$ cat config.mk
export PLATFORM = sky130hd
export DESIGN_NAME = arch_state_reg
export DESIGN_NICKNAME = d
export VERILOG_FILES = /design/src/rtl/arch_state_reg_pkg.sv /design/src/rtl/arch_state_reg_step_counter.sv /design/src/rtl/arch_state_reg.sv
export SDC_FILE = /design/constraint.sdc
export NUM_CORES = 1
export LEC_CHECK = 0
export ABC_AREA = 0
export CAP_MARGIN = 20
export CORE_AREA = 2 2 388 390
export DETAILED_ROUTE_END_ITERATION = 7
export DIE_AREA = 0 0 390 392
export GPL_ROUTABILITY_DRIVEN = 0
export PLACE_DENSITY_LB_ADDON = 0.3
export RECOVER_POWER = 100
export SLEW_MARGIN = 20
export SYNTH_ARGS = -nofsm -noshare
export SYNTH_HDL_FRONTEND = slang
export SYNTH_SLANG_ARGS = --single-unit
$ cat constraint.sdc
create_clock -name clk -period 6.66 [get_ports clk]
set_input_delay 0.666 -clock clk [delete_from_list [all_inputs] [get_ports clk]]
set_output_delay 0.666 -clock clk [all_outputs]
set_load 0.03 [all_outputs]
$ cat src/rtl/arch_state_reg_pkg.sv
// ---------------------------------------------------------------------------
// arch_state_reg_pkg
// Shared definitions for the architectural-state register block:
//   - packed slot offsets of the ten 32-bit registers inside the 320-bit state
//   - register selectors (REG_*)
//   - EFLAGS reserved-bit mask (bit 1 always reads as one)
//   - FSM state encodings
//   - helper that applies the EFLAGS reserved bit to a captured state
// ---------------------------------------------------------------------------
package arch_state_reg_pkg;

    localparam int ARCH_STATE_W = 320;
    localparam int ARCH_REG_W   = 32;

    // Slot offsets within the packed state vector
    localparam int EAX_OFF    = 0;
    localparam int EBX_OFF    = 32;
    localparam int ECX_OFF    = 64;
    localparam int EDX_OFF    = 96;
    localparam int ESI_OFF    = 128;
    localparam int EDI_OFF    = 160;
    localparam int ESP_OFF    = 192;
    localparam int EBP_OFF    = 224;
    localparam int EIP_OFF    = 256;
    localparam int EFLAGS_OFF = 288;

    // EFLAGS bit 1 is architecturally reserved and always set
    localparam logic [31:0] EFLAGS_RSVD_MASK = 32'h0000_0002;

    typedef enum logic [3:0] {
        REG_EAX    = 4'd0,
        REG_EBX    = 4'd1,
        REG_ECX    = 4'd2,
        REG_EDX    = 4'd3,
        REG_ESI    = 4'd4,
        REG_EDI    = 4'd5,
        REG_ESP    = 4'd6,
        REG_EBP    = 4'd7,
        REG_EIP    = 4'd8,
        REG_EFLAGS = 4'd9
    } reg_sel_e;

    typedef enum logic [1:0] {
        ST_IDLE = 2'd0,
        ST_RUN  = 2'd1,
        ST_WAIT = 2'd2,
        ST_DONE = 2'd3
    } fsm_state_e;

    // Force the EFLAGS reserved bit on a state about to be stored
    function automatic logic [ARCH_STATE_W-1:0] apply_flags_rsvd(
        input logic [ARCH_STATE_W-1:0] s
    );
        logic [ARCH_STATE_W-1:0] r;
        r = s;
        r[EFLAGS_OFF +: ARCH_REG_W] = s[EFLAGS_OFF +: ARCH_REG_W] | EFLAGS_RSVD_MASK;
        return r;
    endfunction

    // State value right after reset: all zero except the reserved flag
    function automatic logic [ARCH_STATE_W-1:0] reset_state();
        logic [ARCH_STATE_W-1:0] r;
        r = '0;
        r[EFLAGS_OFF +: ARCH_REG_W] = EFLAGS_RSVD_MASK;
        return r;
    endfunction

endpackage

$ cat src/rtl/arch_state_reg_step_counter.sv
// ---------------------------------------------------------------------------
// step_counter
// Saturating step counter with a limit latched at clear time.
// Ports:
//   clk, rst       clock, synchronous active-high reset
//   clr            clear count to zero and latch limit_in
//   inc            count one completed step (saturates at all-ones)
//   limit_in       step limit offered at clear (0 = unbounded)
//   cnt            completed-step count
//   hit            the increment requested this cycle lands on the limit
// ---------------------------------------------------------------------------
module step_counter #(
    parameter int CNT_W = 16
) (
    input  logic             clk,
    input  logic             rst,
    input  logic             clr,
    input  logic             inc,
    input  logic [CNT_W-1:0] limit_in,
    output logic [CNT_W-1:0] cnt,
    output logic             hit
);

    logic [CNT_W-1:0] cnt_r;
    logic [CNT_W-1:0] limit_r;
    logic [CNT_W-1:0] cnt_inc_s;

    // Saturating increment and terminal compare against the latched limit
    always_comb begin
        cnt_inc_s = cnt_r;
        hit       = 1'b0;
        if (cnt_r != {CNT_W{1'b1}}) begin
            cnt_inc_s = cnt_r + CNT_W'(1);
        end else begin
            cnt_inc_s = cnt_r;
        end
        if (limit_r != {CNT_W{1'b0}}) begin
            hit = (cnt_inc_s == limit_r);
        end else begin
            hit = 1'b0;
        end
    end

    // Count and limit registers; clear has priority over increment
    always_ff @(posedge clk) begin
        if (rst) begin
            cnt_r   <= {CNT_W{1'b0}};
            limit_r <= {CNT_W{1'b0}};
        end else if (clr) begin
            cnt_r   <= {CNT_W{1'b0}};
            limit_r <= limit_in;
        end else if (inc) begin
            cnt_r   <= cnt_inc_s;
        end
    end

    assign cnt = cnt_r;

endmodule

$ cat src/rtl/arch_state_reg.sv
// ---------------------------------------------------------------------------
// arch_state_reg
// Holds the packed x86 architectural state (EAX..EFLAGS) across steps.
// Loads an initial state, presents it downstream, waits for the register
// file's next state, and repeats until step_limit steps complete.
// Ports:
//   clk, rst                  clock, synchronous active-high reset
//   load_valid/ready/state    initial state handshake
//   step_limit                steps to run (0 = unbounded), sampled at load
//   abort                     return to IDLE, keeping state and count
//   cur_valid/ready/state     current state to decode/execute
//   nxt_valid/ready/state     next state from the register file
//   step_cnt                  completed steps (saturating)
//   halted                    step limit reached
// ---------------------------------------------------------------------------
module arch_state_reg
    import arch_state_reg_pkg::*;
#(
    parameter int CNT_W   = 16,
    parameter int STATE_W = 320
) (
    input  logic               clk,
    input  logic               rst,
    input  logic               load_valid,
    output logic               load_ready,
    input  logic [STATE_W-1:0] load_state,
    input  logic [CNT_W-1:0]   step_limit,
    input  logic               abort,
    output logic               cur_valid,
    input  logic               cur_ready,
    output logic [STATE_W-1:0] cur_state,
    input  logic               nxt_valid,
    output logic               nxt_ready,
    input  logic [STATE_W-1:0] nxt_state,
    output logic [CNT_W-1:0]   step_cnt,
    output logic               halted
);

    fsm_state_e         state_r;
    logic [STATE_W-1:0] cur_state_r;
    logic               load_ready_r;
    logic               cur_valid_r;
    logic               nxt_ready_r;
    logic               halted_r;
    logic               load_take_s;
    logic               nxt_take_s;
    logic               hit_s;

    // Handshake acceptance; abort suppresses both captures
    always_comb begin
        load_take_s = 1'b0;
        nxt_take_s  = 1'b0;
        if (!abort) begin
            load_take_s = load_valid && ((state_r == ST_IDLE) || (state_r == ST_DONE));
            nxt_take_s  = nxt_valid && (state_r == ST_WAIT);
        end else begin
            load_take_s = 1'b0;
            nxt_take_s  = 1'b0;
        end
    end

    step_counter #(
        .CNT_W (CNT_W)
    ) u_step_counter (
        .clk      (clk),
        .rst      (rst),
        .clr      (load_take_s),
        .inc      (nxt_take_s),
        .limit_in (step_limit),
        .cnt      (step_cnt),
        .hit      (hit_s)
    );

    // Step FSM with registered handshake outputs and state capture
    always_ff @(posedge clk) begin
        if (rst) begin
            state_r      <= ST_IDLE;
            cur_state_r  <= reset_state();
            load_ready_r <= 1'b1;
            cur_valid_r  <= 1'b0;
            nxt_ready_r  <= 1'b0;
            halted_r     <= 1'b0;
        end else if (abort) begin
            state_r      <= ST_IDLE;
            load_ready_r <= 1'b1;
            cur_valid_r  <= 1'b0;
            nxt_ready_r  <= 1'b0;
            halted_r     <= 1'b0;
        end else begin
            case (state_r)
                ST_IDLE, ST_DONE: begin
                    if (load_valid) begin
                        state_r      <= ST_RUN;
                        cur_state_r  <= apply_flags_rsvd(load_state);
                        load_ready_r <= 1'b0;
                        cur_valid_r  <= 1'b1;
                        nxt_ready_r  <= 1'b0;
                        halted_r     <= 1'b0;
                    end
                end
                ST_RUN: begin
                    if (cur_ready) begin
                        state_r     <= ST_WAIT;
                        cur_valid_r <= 1'b0;
                        nxt_ready_r <= 1'b1;
                    end
                end
                ST_WAIT: begin
                    if (nxt_valid) begin
                        cur_state_r <= apply_flags_rsvd(nxt_state);
                        nxt_ready_r <= 1'b0;
                        if (hit_s) begin
                            state_r      <= ST_DONE;
                            halted_r     <= 1'b1;
                            load_ready_r <= 1'b1;
                        end else begin
                            state_r     <= ST_RUN;
                            cur_valid_r <= 1'b1;
                        end
                    end
                end
                default: begin
                    state_r      <= ST_IDLE;
                    load_ready_r <= 1'b1;
                    cur_valid_r  <= 1'b0;
                    nxt_ready_r  <= 1'b0;
                    halted_r     <= 1'b0;
                end
            endcase
        end
    end

    assign cur_state  = cur_state_r;
    assign load_ready = load_ready_r;
    assign cur_valid  = cur_valid_r;
    assign nxt_ready  = nxt_ready_r;
    assign halted     = halted_r;

endmodule

==> flow_summary.ini <==
[layout]
final_cell_mix = 658 x sky130_fd_sc_hd__clkdlybuf4s50_1, 357 x sky130_fd_sc_hd__dfxtp_1, 340 x sky130_fd_sc_hd__nor2_1
final_common_cell = sky130_fd_sc_hd__clkdlybuf4s50_1
drive_gt1_share_pct = 4.15
post_layout_instance_count_excluding_filler_cells = 4630
layout_stage_area_growth_over_the_synthesis_result_pct = 85.1
layout.nets = 3300

[sta]
fin_tns_setup_ns = 0
max_clock_freq_ghz = 0.213
rsz0062_at_grt = false
fin_crit_ns = 4.70
transition_time_at_the_pin_with_the_least_slew_margin_ns = 2.30
final_max_slew_viol_count = 252
final_min_period_over_clock_period_pct = 70.6
setup-violations-final = 0
fin_worst_skew_ns = 0.0146
relSlewSlack_pct = -53.6
final_count_of_hold_timing_violations = 0

[detailed_routing]
drc_errors = 0
met2_wirelength_um = 48000
wire_per_inst_um = 21.7
first_pass_iters = 5
ant_nets = 0
detailroute.wirelength.met3_um = 8270
highest-signal-layer = met5
vias = 16500
detailedRoute.firstIterationViolations = 678
totalWireLength_um = 100000
met1Wirelength_um = 41600
avgViaCountPerCell = 3.57

[synth]
synth.cell_area_um2 = 16100
post_synthesis_sequential_element_count = 357
synth_enable_flop_cells = 0
synth_async_sr_flop_share_pct = 0
sequential_share_of_the_synthesized_area_pct = 44.3
synth_largest_area_cell = sky130_fd_sc_hd__dfxtp_1
syn_nets = 2395
synth_top_cells_by_area = sky130_fd_sc_hd__dfxtp_1 44%, sky130_fd_sc_hd__mux2i_1 20%, sky130_fd_sc_hd__a211oi_1 15%
yosysWarningCount = 0
syn-mean-instance-area_um2 = 9.32
post-synth-top-area-fraction_pct = 44.3
synth_cells = 1729
post_synth_num_cell_types = 57
yosys_most_used_dff = sky130_fd_sc_hd__dfxtp_1

[placed_design]
hpwlAfterDp_um = 80300
numPortBuffers = 998
placedCellCount = 4526

[grt]
global_route.usage.total_pct = 12.4
number_of_global_route_vias_before_repair = 16100
grt_max_degree = 205
grt_antenna_before_repair = 62
grt.overflow.total = 0
grt_pass1_wl_um = 132000

[die]
effective_utilization_at_floorplan_pct = 10.8
die_h_um = 392
core.rowCount = 142
design.die.area_um2 = 153000
io_pins = 1002
coreArea_um2 = 149000
die_width_um = 390

[critical_path]
crit_path_end_kind = register
worstSetupPathType = register to register
max_stage_delay_ns = 1.43
worst-path-max-fanout = 194
timing.critical_path.required_ns = 7.16
cp_data_arrival_time_ns = 5.20
timing.critical_path.from_type = register
worstPathCellList = inv_1, ha_1, a22oi_1, nor3b_1, buf_12, clkbuf_4, nor2_1, a211oi_1
critPathTopFamily = buffers and inverters
critical-path-slowest-cell = sky130_fd_sc_hd__clkbuf_4
critPathBufInv = 3

[cts]
clkTransAtPathRegs_ns = 0.06
postCtsHoldBufs = 0
max-clock-path-buffers = 3
library_cell_used_as_clock_root_buffer = sky130_fd_sc_hd__clkbuf_16
tritoncts.num_buffers = 50
clock_latency_ns = 0.61
cts_resized = 0
post-cts-setup-buffers = 0
h-tree-depth = 2
tritoncts = built
clock_sink_count = 357

[job]
maxcap_viol_count = 3

[status]
outcome = finished, violations left
violations = capacitance limit, slew limit

[power]
max-vdd-ir-drop_v = 0.000170
power_leakage_uw = 0.0103
power.density_nw_per_um2 = 226

[worst_hold_path]
hold_class = register to register
==> flip-flops by register name, summed over array words and instances (netlist names) <==
register and cells:
load_ready 1, nxt_ready 1, halted 1, cur_valid 1, cur_state 319, u_step_counter.cnt 16
u_step_counter.limit_r 16, state_r 2
==> final timing paths <==
check	end	depth (start not counted)	slack (ns)	from
worst max-delay path	cur_state[196]	8	1.96	state_r[0]
worst max register to register	cur_state[196]	8	1.96	state_r[0]
worst min register to register	state_r[1]	2	0.48	state_r[1]
worst min-delay path	state_r[1]	2	0.48	state_r[1]
==> synth_stat cells, drive strengths merged, types with 10 or more instances <==
master,n
mux2i,322
clkbuf,147
xnor2,11
a211oi,320
o21ai,16
nor2,340
nor3,12
nand2,46
or3,14
dfxtp,357
nand3,11
xor2,10
nor4,10
a21oi,34
buf,16
==> stage by stage <==
stage / setup WS (ns) / power (uW) / utilization, % / area (um2) / hold WS [ns]
floorplan: 3.99 / 3110 / - / 16100 / 0.453
global placement: 2.97 / 4020 / 18.9 / 28100 / 0.484
detailed placement: 2.91 / 4030 / 18.9 / 28100 / 0.490
CTS: 3.27 / 6980 / 20.1 / 29900 / 0.497
global route: 1.52 / 7080 / 20.0 / 29800 / 0.502
finish: 1.96 / 6750 / 20.0 / 29800 / 0.482
==> cell families after synthesis <==
logic type,count (synthesis),share of synthesized area (%)
AO/OA/AOI/OAI,394,17.8
buffers and inverters,171,4.16
AND/OR/NAND/NOR,459,12.3
flip-flops,357,44.3
multiplexers,322,20.0
adder cells (fa/ha/maj),4,0.310
other,1,0.0233
XOR/XNOR,21,1.14
==> final cells by class <==
type                            count  area (um2)
Antenna cell                       11        27.5
Clock buffer                       80        1590
Clock inverter                     13         158
Fill cell                       16500      119000
Inverter                            8        30.0
Multi-Input combinational cell   1201        8280
Sequential cell                   357        7150
Tap cell                         1944        2430
Timing Repair Buffer             1016       10200
==> where the power goes <==
part	internal, uW	switching [uW]
Sequential	2300	89.6
Clock	1740	1100
Combinational	708	803
Total	4750	1990
==> metal layers <==
metal | global-route usage, % | vias up
met5 | 0 | -
met4 | 3.28 | 18
met3 | 4.67 | 167
met2 | 20.7 | 637
met1 | 14.8 | 7546
li1 | - | 8143
==> worst reg2reg max path, cell delays in order, from the launching register on <==
cell,delay [ns]
sky130_fd_sc_hd__dfxtp_1,0.37
sky130_fd_sc_hd__inv_1,0.06
sky130_fd_sc_hd__ha_1,0.46
sky130_fd_sc_hd__a22oi_1,0.55
sky130_fd_sc_hd__nor3b_1,0.39
sky130_fd_sc_hd__buf_12,0.45
sky130_fd_sc_hd__clkbuf_4,1.47
sky130_fd_sc_hd__nor2_1,0.55
sky130_fd_sc_hd__a211oi_1,0.30
Note: power is estimated with default switching activity, not from simulation.
==> patch: new RTL, config.mk and constraints unchanged <==
`CNT_W` is set to 16 in 2 places; all go to 32.
--- a/src/rtl/arch_state_reg_step_counter.sv
+++ b/src/rtl/arch_state_reg_step_counter.sv
@@ -12,3 +12,3 @@
 module step_counter #(
-    parameter int CNT_W = 16
+    parameter int CNT_W = 32
 ) (
--- a/src/rtl/arch_state_reg.sv
+++ b/src/rtl/arch_state_reg.sv
@@ -18,3 +18,3 @@
 #(
-    parameter int CNT_W   = 16,
+    parameter int CNT_W   = 32,
     parameter int STATE_W = 320
Interface: changed (resized step_cnt and step_limit); port bits go from 1002 to 1034. The function was not compared with the original's and may differ.
==> patch against the unedited design <==
- the run still ends with capacitance limit, slew limit left
- combinational power is 4% higher
- critical path depth is 1 higher
- sequential cell count is 32 higher
- total power is 4.2% higher
- synthesized area is 13% higher
- cell area is 7.6% higher
- worst setup slack worse by 0.39 ns
- routed wire length is 17% higher
- sequential power is 8% higher
- largest power group unchanged
==> patch: results <==
metrics = {
    "sta": {
        "slew_violations": 375,
        "worst_slew_pin_slew_ns": 2.68,
        "clock-skew-final_ns": 0.0529,
    },
    "global_routing": {
        "grt_pass1_wl_um": 155000,
        "grt.met2_usage_pct": 23.9,
        "met3_usage_pct": 5.95,
        "met1_usage_pct": 17.4,
        "antenna_found_initial": 94,
    },
    "yosys": {
        "yosysUniqueCellTypes": 63,
        "synth_compound_area_share_pct": 17.3,
        "synth_mux_area_share_pct": 17.7,
        "synth-xor-area-share_pct": 2.94,
        "ys_seq_area_share_pct": 42.9,
        "syn_nets": 2677,
        "synth_fa_ha_area_share_pct": 0.276,
    },
    "detailed_routing": {
        "met3WireLength_um": 12200,
        "drt-initial-drc-count": 986,
        "wl_per_cell_um": 23.8,
    },
    "worst_setup_path": {
        "reg2reg_from": "u_step_counter.cnt[30]",
        "slowest_stage": "nor4_1",
        "startpoint": "u_step_counter.cnt[30]",
        "crit_fanout": 12,
        "cpLargestDelayFamily": "simple AND/OR/NAND/NOR gates",
        "ff2ff_setup_slack_ns": 1.57,
    },
    "hold_path": {
        "worstHoldEndpoint": "halted",
        "hp-start": "halted",
    },
    "outcome": {
        "status": "finished with violations",
        "failed_checks": "capacitance limit, slew limit",
    },
    "power": {
        "p_leak_uw": 0.0111,
        "vdd_ir_drop_max_mv": 0.202,
        "power.internal_uw": 4890,
    },
    "job": {
        "maxCapViolCount": 7,
    },
    "cts": {
        "insertion_delay_ns": 0.66,
    },
    "layout": {
        "final.fill_count": 16365,
    },
}
patch: cell types whose count changed in the layout (fill, tap and decap cells not counted), moves of 25 or more:
cell     before  now
nand2_1      46   93
dfxtp_1     357  389
a21oi_1      32   57
xnor2_1      11   37
patch: tightest hold or removal path, stage by stage (launching register included):
cell     delay, ns
dfxtp_1       0.31
nand2_1       0.05
a21oi_1       0.05
patch: cell type report:
class / instances / area share, %
Inverter: 14 / 0.164
Tap cell: 1944 / 7.58
Multi-Input combinational cell: 1409 / 29.8
Timing Repair Buffer: 1048 / 32.7
Clock inverter: 19 / 0.565
Sequential cell: 389 / 24.3
Antenna cell: 15 / 0.117
Clock buffer: 77 / 4.82
patch: per-stage QoR:
step | util, % | cell area [um^2] | cells
2_1_floorplan | - | 18200 | 1995
6_report | 21.6 | 32100 | 4915
3_5_place_dp | 20.4 | 30400 | 4804
4_1_cts | 21.6 | 32100 | 4900
3_3_place_gp | 20.4 | 30400 | 4804
5_1_grt | 21.5 | 32100 | 4905
